File: src/rtl/alu_seq_nbits.sv
// Registered WIDTH-bit ALU: logic ops, add/sub with Z/N/C/V flags, and
// iterative one-bit-per-cycle logical shifts behind valid/ready handshakes.
`timescale 1ns/1ps
module alu_seq_nbits #(
  parameter int unsigned WIDTH = 8
) (
  input  logic             clk,
  input  logic             rst_n,
  input  logic [WIDTH-1:0] A,
  input  logic [WIDTH-1:0] B,
  input  logic [2:0]       op,
  input  logic             in_valid,
  output logic             in_ready,
  output logic [WIDTH-1:0] R,
  output logic             Z,
  output logic             N,
  output logic             C,
  output logic             V,
  output logic             out_valid,
  input  logic             out_ready
);

  localparam int unsigned SHW = $clog2(WIDTH);
  localparam int unsigned MSB = WIDTH - 1;

  typedef enum logic {
    IDLE  = 1'b0,
    SHIFT = 1'b1
  } state_t;

  state_t           state_q, state_d;
  logic [SHW-1:0]   cnt_q, cnt_d;
  logic [WIDTH-1:0] sh_q, sh_d;
  logic             last_q, last_d;
  logic             shl_q, shl_d;
  logic [WIDTH-1:0] r_q, r_d;
  logic             z_q, z_d;
  logic             n_q, n_d;
  logic             c_q, c_d;
  logic             v_q, v_d;
  logic             ov_q, ov_d;

  logic             accept;
  logic [SHW-1:0]   s_amt;
  logic             is_sub;
  logic [WIDTH-1:0] b_eff;
  logic [WIDTH:0]   sum;
  logic [WIDTH-1:0] alu_r;
  logic             alu_c;
  logic             alu_v;
  logic [WIDTH-1:0] sh_next;
  logic             sh_out;

  assign in_ready  = (state_q == IDLE) && (!ov_q || out_ready);
  assign accept    = in_valid && in_ready;
  assign s_amt     = B[SHW-1:0];
  assign R         = r_q;
  assign Z         = z_q;
  assign N         = n_q;
  assign C         = c_q;
  assign V         = v_q;
  assign out_valid = ov_q;

  // Single-edge datapath; subtraction is A + ~B + 1 so carry means no borrow
  always_comb begin
    is_sub = (op == 3'b101);
    b_eff  = is_sub ? ~B : B;
    sum    = {1'b0, A} + {1'b0, b_eff} + (WIDTH+1)'(is_sub);
    alu_r  = '0;
    alu_c  = 1'b0;
    alu_v  = 1'b0;
    case (op)
      3'b000: alu_r = A & B;
      3'b001: alu_r = A | B;
      3'b010: alu_r = A ^ B;
      3'b011: alu_r = ~A;
      3'b100: begin
        alu_r = sum[WIDTH-1:0];
        alu_c = sum[WIDTH];
        alu_v = (A[MSB] == B[MSB]) && (sum[MSB] != A[MSB]);
      end
      3'b101: begin
        alu_r = sum[WIDTH-1:0];
        alu_c = sum[WIDTH];
        alu_v = (A[MSB] != B[MSB]) && (sum[MSB] != A[MSB]);
      end
      default: alu_r = A;
    endcase
  end

  always_comb begin
    sh_next = shl_q ? {sh_q[WIDTH-2:0], 1'b0} : {1'b0, sh_q[WIDTH-1:1]};
    sh_out  = shl_q ? sh_q[MSB] : sh_q[0];
  end

  // Next-state and output-register logic
  always_comb begin
    state_d = state_q;
    cnt_d   = cnt_q;
    sh_d    = sh_q;
    last_d  = last_q;
    shl_d   = shl_q;
    r_d     = r_q;
    z_d     = z_q;
    n_d     = n_q;
    c_d     = c_q;
    v_d     = v_q;
    ov_d    = ov_q && !out_ready;

    case (state_q)
      IDLE: begin
        if (accept) begin
          if (op[2:1] == 2'b11 && s_amt != '0) begin
            sh_d    = A;
            cnt_d   = s_amt;
            last_d  = 1'b0;
            shl_d   = !op[0];
            state_d = SHIFT;
          end else begin
            r_d  = alu_r;
            z_d  = (alu_r == '0);
            n_d  = alu_r[MSB];
            c_d  = alu_c;
            v_d  = alu_v;
            ov_d = 1'b1;
          end
        end
      end
      SHIFT: begin
        sh_d   = sh_next;
        last_d = sh_out;
        cnt_d  = cnt_q - SHW'(1);
        if (cnt_q == SHW'(1)) begin
          r_d     = sh_next;
          z_d     = (sh_next == '0);
          n_d     = sh_next[MSB];
          c_d     = last_d;
          v_d     = 1'b0;
          ov_d    = 1'b1;
          state_d = IDLE;
        end
      end
      default: state_d = IDLE;
    endcase
  end

  always_ff @(posedge clk or negedge rst_n) begin
    if (!rst_n) begin
      state_q <= IDLE;
      cnt_q   <= '0;
      sh_q    <= '0;
      last_q  <= 1'b0;
      shl_q   <= 1'b0;
      r_q     <= '0;
      z_q     <= 1'b0;
      n_q     <= 1'b0;
      c_q     <= 1'b0;
      v_q     <= 1'b0;
      ov_q    <= 1'b0;
    end else begin
      state_q <= state_d;
      cnt_q   <= cnt_d;
      sh_q    <= sh_d;
      last_q  <= last_d;
      shl_q   <= shl_d;
      r_q     <= r_d;
      z_q     <= z_d;
      n_q     <= n_d;
      c_q     <= c_d;
      v_q     <= v_d;
      ov_q    <= ov_d;
    end
  end

endmodule

File: config.mk
export PLATFORM = sky130hd
export DESIGN_NAME = alu_seq_nbits
export DESIGN_NICKNAME = d
export VERILOG_FILES = /design/src/rtl/alu_seq_nbits.sv
export SDC_FILE = /design/constraint.sdc
export NUM_CORES = 1
export LEC_CHECK = 0
export BUFFER_PORTS_ARGS = -buffer_cell sky130_fd_sc_hd__buf_2
export CAP_MARGIN = 0
export CORE_MARGIN = 3
export CORE_UTILIZATION = 52
export DETAILED_ROUTE_END_ITERATION = 16
export HOLD_SLACK_MARGIN = 0.1
export PLACE_DENSITY = 0.81
export SYNTH_ARGS = -nofsm -noshare
export SYNTH_HDL_FRONTEND = slang
export SYNTH_SLANG_ARGS = --single-unit
File: constraint.sdc
create_clock -name clk -period 1.77 [get_ports clk]
set_input_delay 0.354 -clock clk [delete_from_list [all_inputs] [get_ports clk]]
set_output_delay 0.354 -clock clk [all_outputs]
set_load 0.02 [all_outputs]
==> results of run 1 <==
-- cells by family (layout without fill, tap and decap cells) --
family / Yosys count / in the layout / share of synthesized area, %
xor gates and xnor gates: 12 / 12 / 4.72
and+or+nand+nor: 65 / 65 / 13.7
DFF: 25 / 25 / 26.2
buffers and inverters: 39 / 147 / 7.13
muxes: 24 / 24 / 11.0
adders and majority gates: 26 / 26 / 13.9
AOI/OAI and AO/OA: 80 / 80 / 23.3
-- layer usage --
| metal | vias to the layer above | wire length (µm) |
|---|---|---|
| met5 | - | 0 |
| met4 | 0 | 462 |
| met3 | 47 | 581 |
| met2 | 147 | 4090 |
| met1 | 1280 | 3200 |
| li1 | 1191 | - |
-- per-stage QoR --
step                      setup TNS (ns)  power [W]  instance area (µm²)
final                              -4.68    0.00365                 3590
after global routing               -5.36    0.00388                 3590
after CTS                          -3.43    0.00339                 3330
after detailed placement           -7.16    0.00296                 3110
after global placement             -6.64    0.00288                 3110
after floorplan                    -6.34    0.00226                 2470
-- power by group through the flow --
| stage | logic [W] | clock network, W | registers [W] |
|---|---|---|---|
| 5_1_grt | 0.00246 | 0.000359 | 0.00107 |
| 4_1_cts | 0.00202 | 0.000338 | 0.00103 |
| 6_report | 0.00228 | 0.000339 | 0.00104 |
| 2_1_floorplan | 0.00115 | 0 | 0.00111 |
| 3_3_place_gp | 0.00186 | 0 | 0.00103 |
| 3_5_place_dp | 0.00192 | 0 | 0.00104 |
-- area by class of cell --
| class | count | area [µm²] | share of cell area (%) |
|---|---|---|---|
| multi-input cells | 207 | 1910 | 53.1 |
| well taps | 52 | 65.1 | 1.81 |
| clock buffers | 4 | 45.0 | 1.25 |
| flip-flops and latches | 25 | 626 | 17.4 |
| repair buffers | 118 | 853 | 23.8 |
| inverters | 25 | 93.8 | 2.61 |
-- synthesized netlist by cell type, drive strengths merged, types with 2 or more instances --
library cell   n  area (µm²)
o21a           2        15.0
xnor2         11         104
inv           25        93.8
ha            25         313
a22oi          5        37.5
o311ai         4        35.0
nor2b          5        31.3
nand4          2        12.5
a211o          3        26.3
nand2b         3        18.8
a21o           2        15.0
a21oi         14        70.1
nor2          17        66.3
clkbuf         3        11.3
o31ai          2        20.0
nor3           2        10.0
o21ai         21         105
nand3          3        15.0
a21boi         3        22.5
o21bai         3        22.5
a211oi         6        45.0
buf           11        65.1
nand2         25        93.8
mux2i         15         150
a221o          6        60.1
dfrtp         25         626
mux2           8        90.1
-- worst paths after layout --
| path | depth (start not counted) | from | endpoint | slack [ns] |
|---|---|---|---|---|
| hold reg to reg | 1 | R[4] | R[4] | 0.48 |
| min in group asynchronous | 2 | rst_n | state_q | 0.60 |
| hold / removal | 2 | out_ready | out_valid | 0.27 |
| max in group asynchronous | 2 | rst_n | R[7] | 0.81 |
| setup reg to reg | 5 | shl_q | Z | -0.06 |
| setup / recovery | 14 | op[2] | Z | -0.64 |
-- repair_timing --
| action | 4_1_cts | 5_1_grt |
|---|---|---|
| setup endpoints to repair | 10 | 12 |
| hold endpoints to repair | 25 | 0 |
| cloned | 0 | 0 |
| resized for setup | 24 | 33 |
| pin swaps | 26 | 25 |
| setup buffers | 11 | 8 |
| hold buffers | 1 | 0 |
-- cells in the final DEF (no fill, tap or decap), types with 3 or more instances in the layout --
| master | count |
|---|---|
| buf_4 | 73 |
| buf_2 | 34 |
| dfrtp_1 | 25 |
| inv_1 | 24 |
| nand2_1 | 23 |
| ha_1 | 20 |
| nor2_1 | 16 |
| mux2i_1 | 15 |
| o21ai_0 | 10 |
| a21oi_1 | 9 |
| buf_6 | 8 |
| mux2_2 | 7 |
| a221o_1 | 6 |
| xnor2_1 | 5 |
| o21ai_1 | 5 |
| o21ai_2 | 5 |
| a21oi_2 | 5 |
| ha_4 | 5 |
| xnor2_2 | 4 |
| a211oi_2 | 4 |
| a22oi_1 | 4 |
| nor2b_1 | 3 |
| nand2b_1 | 3 |
| a211o_1 | 3 |
| nand3_1 | 3 |
| clkbuf_8 | 3 |
==> flow_summary_export.csv, run 1 <==
group,metric,value,unit
sta,worst_slack,-0.636,ns
yosys,ys_seq_elements,25,
setup_path,crit_top_cell,"buf_6",
sta,rsz0062_at_grt,"true",
finish,final_cells,431,
power_and_ir_drop,internal_power,0.00207,W
placed_design,portBuffers,36,
drt,drc,0,
power_and_ir_drop,share_comb_of_total_power,62.4,%
power_and_ir_drop,switching_share,43.4,%
sta,finalMaxSlewViolations,0,
yosys,synth_fp_nets,320,
global_route,grtUsageTotal,27.0,%
sta,finalCriticalPeriod,2.41,ns
finish,drive_gt1_share,46.2,%
job,maxCapViolCount,0,
power_and_ir_drop,p_seq_share,28.4,%
sta,finalCritPeriodShare,136,%
yosys,syn_avg_cell_area,8.81,µm²
drt,vias,2665,
power_and_ir_drop,power.switching,0.00159,W
finish,insertedDiodeCount,0,
global_route,antenna_found_initial,0,
clock_network,clk_latency,0.27,ns
power_and_ir_drop,power_density,1020,nW/µm²
power_and_ir_drop,leakage,1.75,nW
clock_network,cts_tree,"yes",
status,violations,"setup timing",
drt,drt_wl_total,8340,µm
yosys,synth-edff-count,0,
global_route,grt-busiest-layer,"met2",
drt,drtAntennaViolNets,0,
setup_path,critPathKind,"in -> reg",
drt,wl_per_cell,19.4,µm
global_route,grt_use_met1,34.5,%
sta,max_freq,0.416,GHz
global_route,grt_pass1_vias,2538,
setup_path,end_kind,"register",
drt,firstDrtPassIters,5,
clock_network,clk_path_buf_depth,2,
setup_path,arrival,2.56,ns
yosys,syn_area,2390,µm²
setup_path,worstPathRequired,1.93,ns
die,fp.dieH,73.8,µm
drt,viasPerCell,6.18,
sta,relSlewSlack,64.0,%
yosys,synth_ff_type,"dfrtp_1",
sta,hold_slack,0.265,ns
clock_network,cts_num_sinks,25,
die,initial_core_util,54.5,%
yosys,synth_seq_area_share,26.2,%
global_route,grt_first_pass_wirelength,11600,µm
sta,worst_pin_slew,0.541,ns
placed_design,place_inst,408,
sta,finalHoldViolCount,0,
status,outcome,"complete, but fails checks",
die,ios,37,
setup_path,cp_max_fo,3,
clock_network,cts.clk_slew.worst_paths,0.09,ns
setup_path,cp-start-kind,"input pin",
placed_design,post-dp-hpwl,5070,µm
sta,finalClockSkew,0.00718,ns
die,dieArea,5440,µm²
power_and_ir_drop,irDropWorstVdd,504,µV
die,fp.dieW,73.8,µm
die,coreArea,4380,µm²
global_route,grt_overflow,0,
yosys,ys_types,56,
hold_path,min_path_type,"in -> reg",
setup_path,critPathBufInv,4,
die,num_rows,24,
yosys,ys.warnings.count,0,
finish,final_util,81.9,%
finish,nNetsFinal,429,
setup_path,cp_top_family,"compound AO/OA/AOI/OAI gates",
clock_network,cts_max_level,1,
clock_network,numCtsBuffers,3,
placed_design,gp_congestion,0.882,
clock_network,root_buffer,"clkbuf_8",
drt,drt_iter0_markers,246,
global_route,grt_max_degree,26,
global_route,gr-usage-met2,47.4,%
sta,setup_viol,10,
setup_path,critical_path.max_stage_delay,0.32,ns
power_and_ir_drop,clock_power_share,9.3,%
setup_path,path_cells,"buf_6 -> nor2b_4 -> nand2_4 -> buf_4 -> xnor2_4 -> ha_4 -> a211oi_4 -> buf_6 -> buf_6 -> o21ba_4 -> o311ai_4 -> a21oi_2 -> and4_1 -> a31o_1",
yosys,synthCells,271,
yosys,synthArstFlopShare,100,%
finish,areaGrowthSynthToFinish,50.4,%
global_route,use_met3,2.19,%
finish,fillers,244,
placed_design,dp_slack,-0.846,ns
setup_path,cpMaxStageDelayCell,"ha_4",
Power figures use the tool's default switching activity.
==> run 2: changes to the inputs <==
--- a/config.mk
+++ b/config.mk
@@ -12,6 +12,7 @@
 export DETAILED_ROUTE_END_ITERATION = 16
 export HOLD_SLACK_MARGIN = 0.1
 export PLACE_DENSITY = 0.81
+export REMOVE_ABC_BUFFERS = 1
 export SYNTH_ARGS = -nofsm -noshare
 export SYNTH_HDL_FRONTEND = slang
 export SYNTH_SLANG_ARGS = --single-unit
==> run 2 against run 1 <==
Effect of this change:
- the run still ends with setup timing left
- combinational power decreased by 3%
- hold slack improved by 0.0045 ns
- sequential share of layout area increased by 0.82 points
- critical endpoint unchanged
==> flow_summary_export.csv, run 2 (synthesized netlist as in run 1, its figures left out) <==
group,metric,value,unit
global_route,grt_overflow,0,
sta,worst_pin_slew,0.578,ns
sta,finalCriticalPeriod,2.34,ns
drt,firstDrtPassIters,4,
global_route,grt-busiest-layer,"met2",
global_route,use_met3,1.50,%
placed_design,dpl_cell_area,3000,µm²
die,fp.dieW,73.8,µm
die,dieArea,5440,µm²
hold_path,min_from,"out_ready",
sta,finalHoldViolCount,0,
clock_network,numCtsBuffers,3,
finish,stdcell_area,3430,µm²
clock_network,cts_tree,"yes",
drt,viasPerCell,6.09,
job,maxCapViolCount,0,
sta,worst_slack,-0.569,ns
power_and_ir_drop,share_comb_of_total_power,61.4,%
die,initial_core_util,54.5,%
clock_network,root_buffer,"clkbuf_8",
power_and_ir_drop,irDropWorstVdd,422,µV
placed_design,portBuffers,36,
global_route,grt_max_degree,27,
sta,setup_viol,10,
finish,final_common_cell,"buf_4",
power_and_ir_drop,p_seq_share,29.0,%
sta,relSlewSlack,61.5,%
sta,finalClockSkew,0.00177,ns
global_route,grt_first_pass_wirelength,11500,µm
finish,insertedDiodeCount,0,
setup_path,r2r_start,"shl_q",
status,outcome,"complete, but fails checks",
power_and_ir_drop,clock_power_share,9.6,%
finish,drive_gt1_share,44.0,%
hold_path,min_path_cells,2,
global_route,grt_pass1_vias,2423,
power_and_ir_drop,power_density,1050,nW/µm²
power_and_ir_drop,leakage,1.69,nW
clock_network,clk_latency,0.27,ns
setup_path,path_cells,"buf_6 -> nor2b_4 -> nand2_4 -> xnor2_4 -> fa_2 -> a211oi_4 -> buf_4 -> o21ai_2 -> o311ai_2 -> a21oi_2 -> and4_1 -> a31o_1",
setup_path,cp_max_fo,3,
power_and_ir_drop,switching_share,44.5,%
sta,finalCritPeriodShare,132,%
status,violations,"setup timing",
drt,vias,2544,
setup_path,worstPathRequired,1.94,ns
die,ios,37,
global_route,antenna_found_initial,0,
sta,rsz0062_at_grt,"true",
clock_network,clk_path_buf_depth,2,
setup_path,critical_path.max_stage_delay,0.42,ns
finish,fillers,275,
die,coreArea,4380,µm²
setup_path,end_kind,"register",
sta,hold_slack,0.270,ns
clock_network,cts_max_level,1,
drt,wl_per_cell,18.6,µm
drt,drtAntennaViolNets,0,
sta,max_freq,0.427,GHz
hold_path,min_path_type,"in -> reg",
global_route,grt_use_met1,34.8,%
finish,layout_common_cells,"buf_4, buf_2, dfrtp_1",
setup_path,critPathKind,"in -> reg",
die,num_rows,24,
clock_network,cts.clk_slew.worst_paths,0.09,ns
power_and_ir_drop,power.switching,0.00161,W
placed_design,gp_congestion,0.869,
setup_path,arrival,2.51,ns
sta,finalMaxSlewViolations,0,
clock_network,cts_num_sinks,25,
global_route,grtUsageTotal,27.0,%
drt,drc,0,
drt,drt_wl_total,7790,µm
setup_path,r2r_cells,5,
placed_design,post-dp-hpwl,5000,µm
finish,nNetsFinal,416,
setup_path,rr_endpoint,"Z",
setup_path,cp-start-kind,"input pin",
drt,drt_iter0_markers,306,
setup_path,cpMaxStageDelayCell,"fa_2",
power_and_ir_drop,internal_power,0.00201,W
global_route,gr-usage-met2,47.8,%
setup_path,r2r_setup_slack,-0.06,ns
finish,areaGrowthSynthToFinish,43.6,%
hold_path,holdPathEnd,"out_valid",
die,fp.dieH,73.8,µm
-- run 2: worst max-delay path, delay by kind of cell --
| kind | cells | cell delay [ns] |
|---|---|---|
| AND/OR/NAND/NOR | 3 | 0.45 |
| AO/OA/AOI/OAI | 5 | 0.89 |
| XOR/XNOR | 1 | 0.15 |
| adder cells (fa/ha/maj) | 1 | 0.42 |
| buffers and inverters | 2 | 0.25 |
-- run 2: layer usage --
layer	part of all wire [%]	wire, µm
met1	37	2910
met2	50	3910
met3	8.1	627
met4	4.3	334
met5	0	0
-- run 2: repair_timing --
| item | in CTS | in global routing |
|---|---|---|
| hold buffers | 1 | 0 |
| hold endpoints to repair | 25 | 0 |
| buffers inserted | 6 | 4 |
| pin swaps | 24 | 30 |
| gates resized for setup | 41 | 28 |
| setup endpoints to repair | 10 | 20 |
-- run 2: worst max path at each step --
| stage | start | endpoint | slack (ns) | depth (start not counted) |
|---|---|---|---|---|
| floorplan | op[2] | R[6] | -1.00 | 10 |
| global placement | op[1] | R[6] | -1.0 | 11 |
| detailed placement | op[1] | R[6] | -1.11 | 11 |
| CTS | op[1] | Z | -0.52 | 12 |
| global route | op[1] | R[6] | -0.68 | 13 |
| finish | op[2] | Z | -0.57 | 12 |
-- run 2: final cells by class --
type,count,area [µm²],share of cell area (%)
multi-input cells,207,1860,54.3
well taps,52,65.1,1.90
flip-flops and latches,25,626,18.2
inverters,25,93.8,2.74
repair buffers,105,736,21.5
clock buffers,4,45.0,1.31
-- run 2: per-stage QoR --
step | power [W] | util (%) | cells | setup TNS [ns] | setup WS [ns]
CTS | 0.00339 | 74.5 | 415 | -3.53 | -0.520
finish | 0.00361 | 78.2 | 418 | -4.16 | -0.569
global route | 0.00383 | 78.2 | 418 | -5.20 | -0.679
floorplan | 0.00214 | - | 257 | -11.71 | -1.00
global placement | 0.00281 | 68.4 | 404 | -9.74 | -0.996
detailed placement | 0.00290 | 68.4 | 404 | -10.89 | -1.11
-- run 2: power groups by stage --
stage / combinational [W] / clock, W / sequential (W)
after floorplan: 0.000953 / 0 / 0.00119
after global placement: 0.00178 / 0 / 0.00102
after detailed placement: 0.00186 / 0 / 0.00104
after CTS: 0.00201 / 0.000350 / 0.00104
after global routing: 0.00240 / 0.000358 / 0.00107
final: 0.00222 / 0.000346 / 0.00105
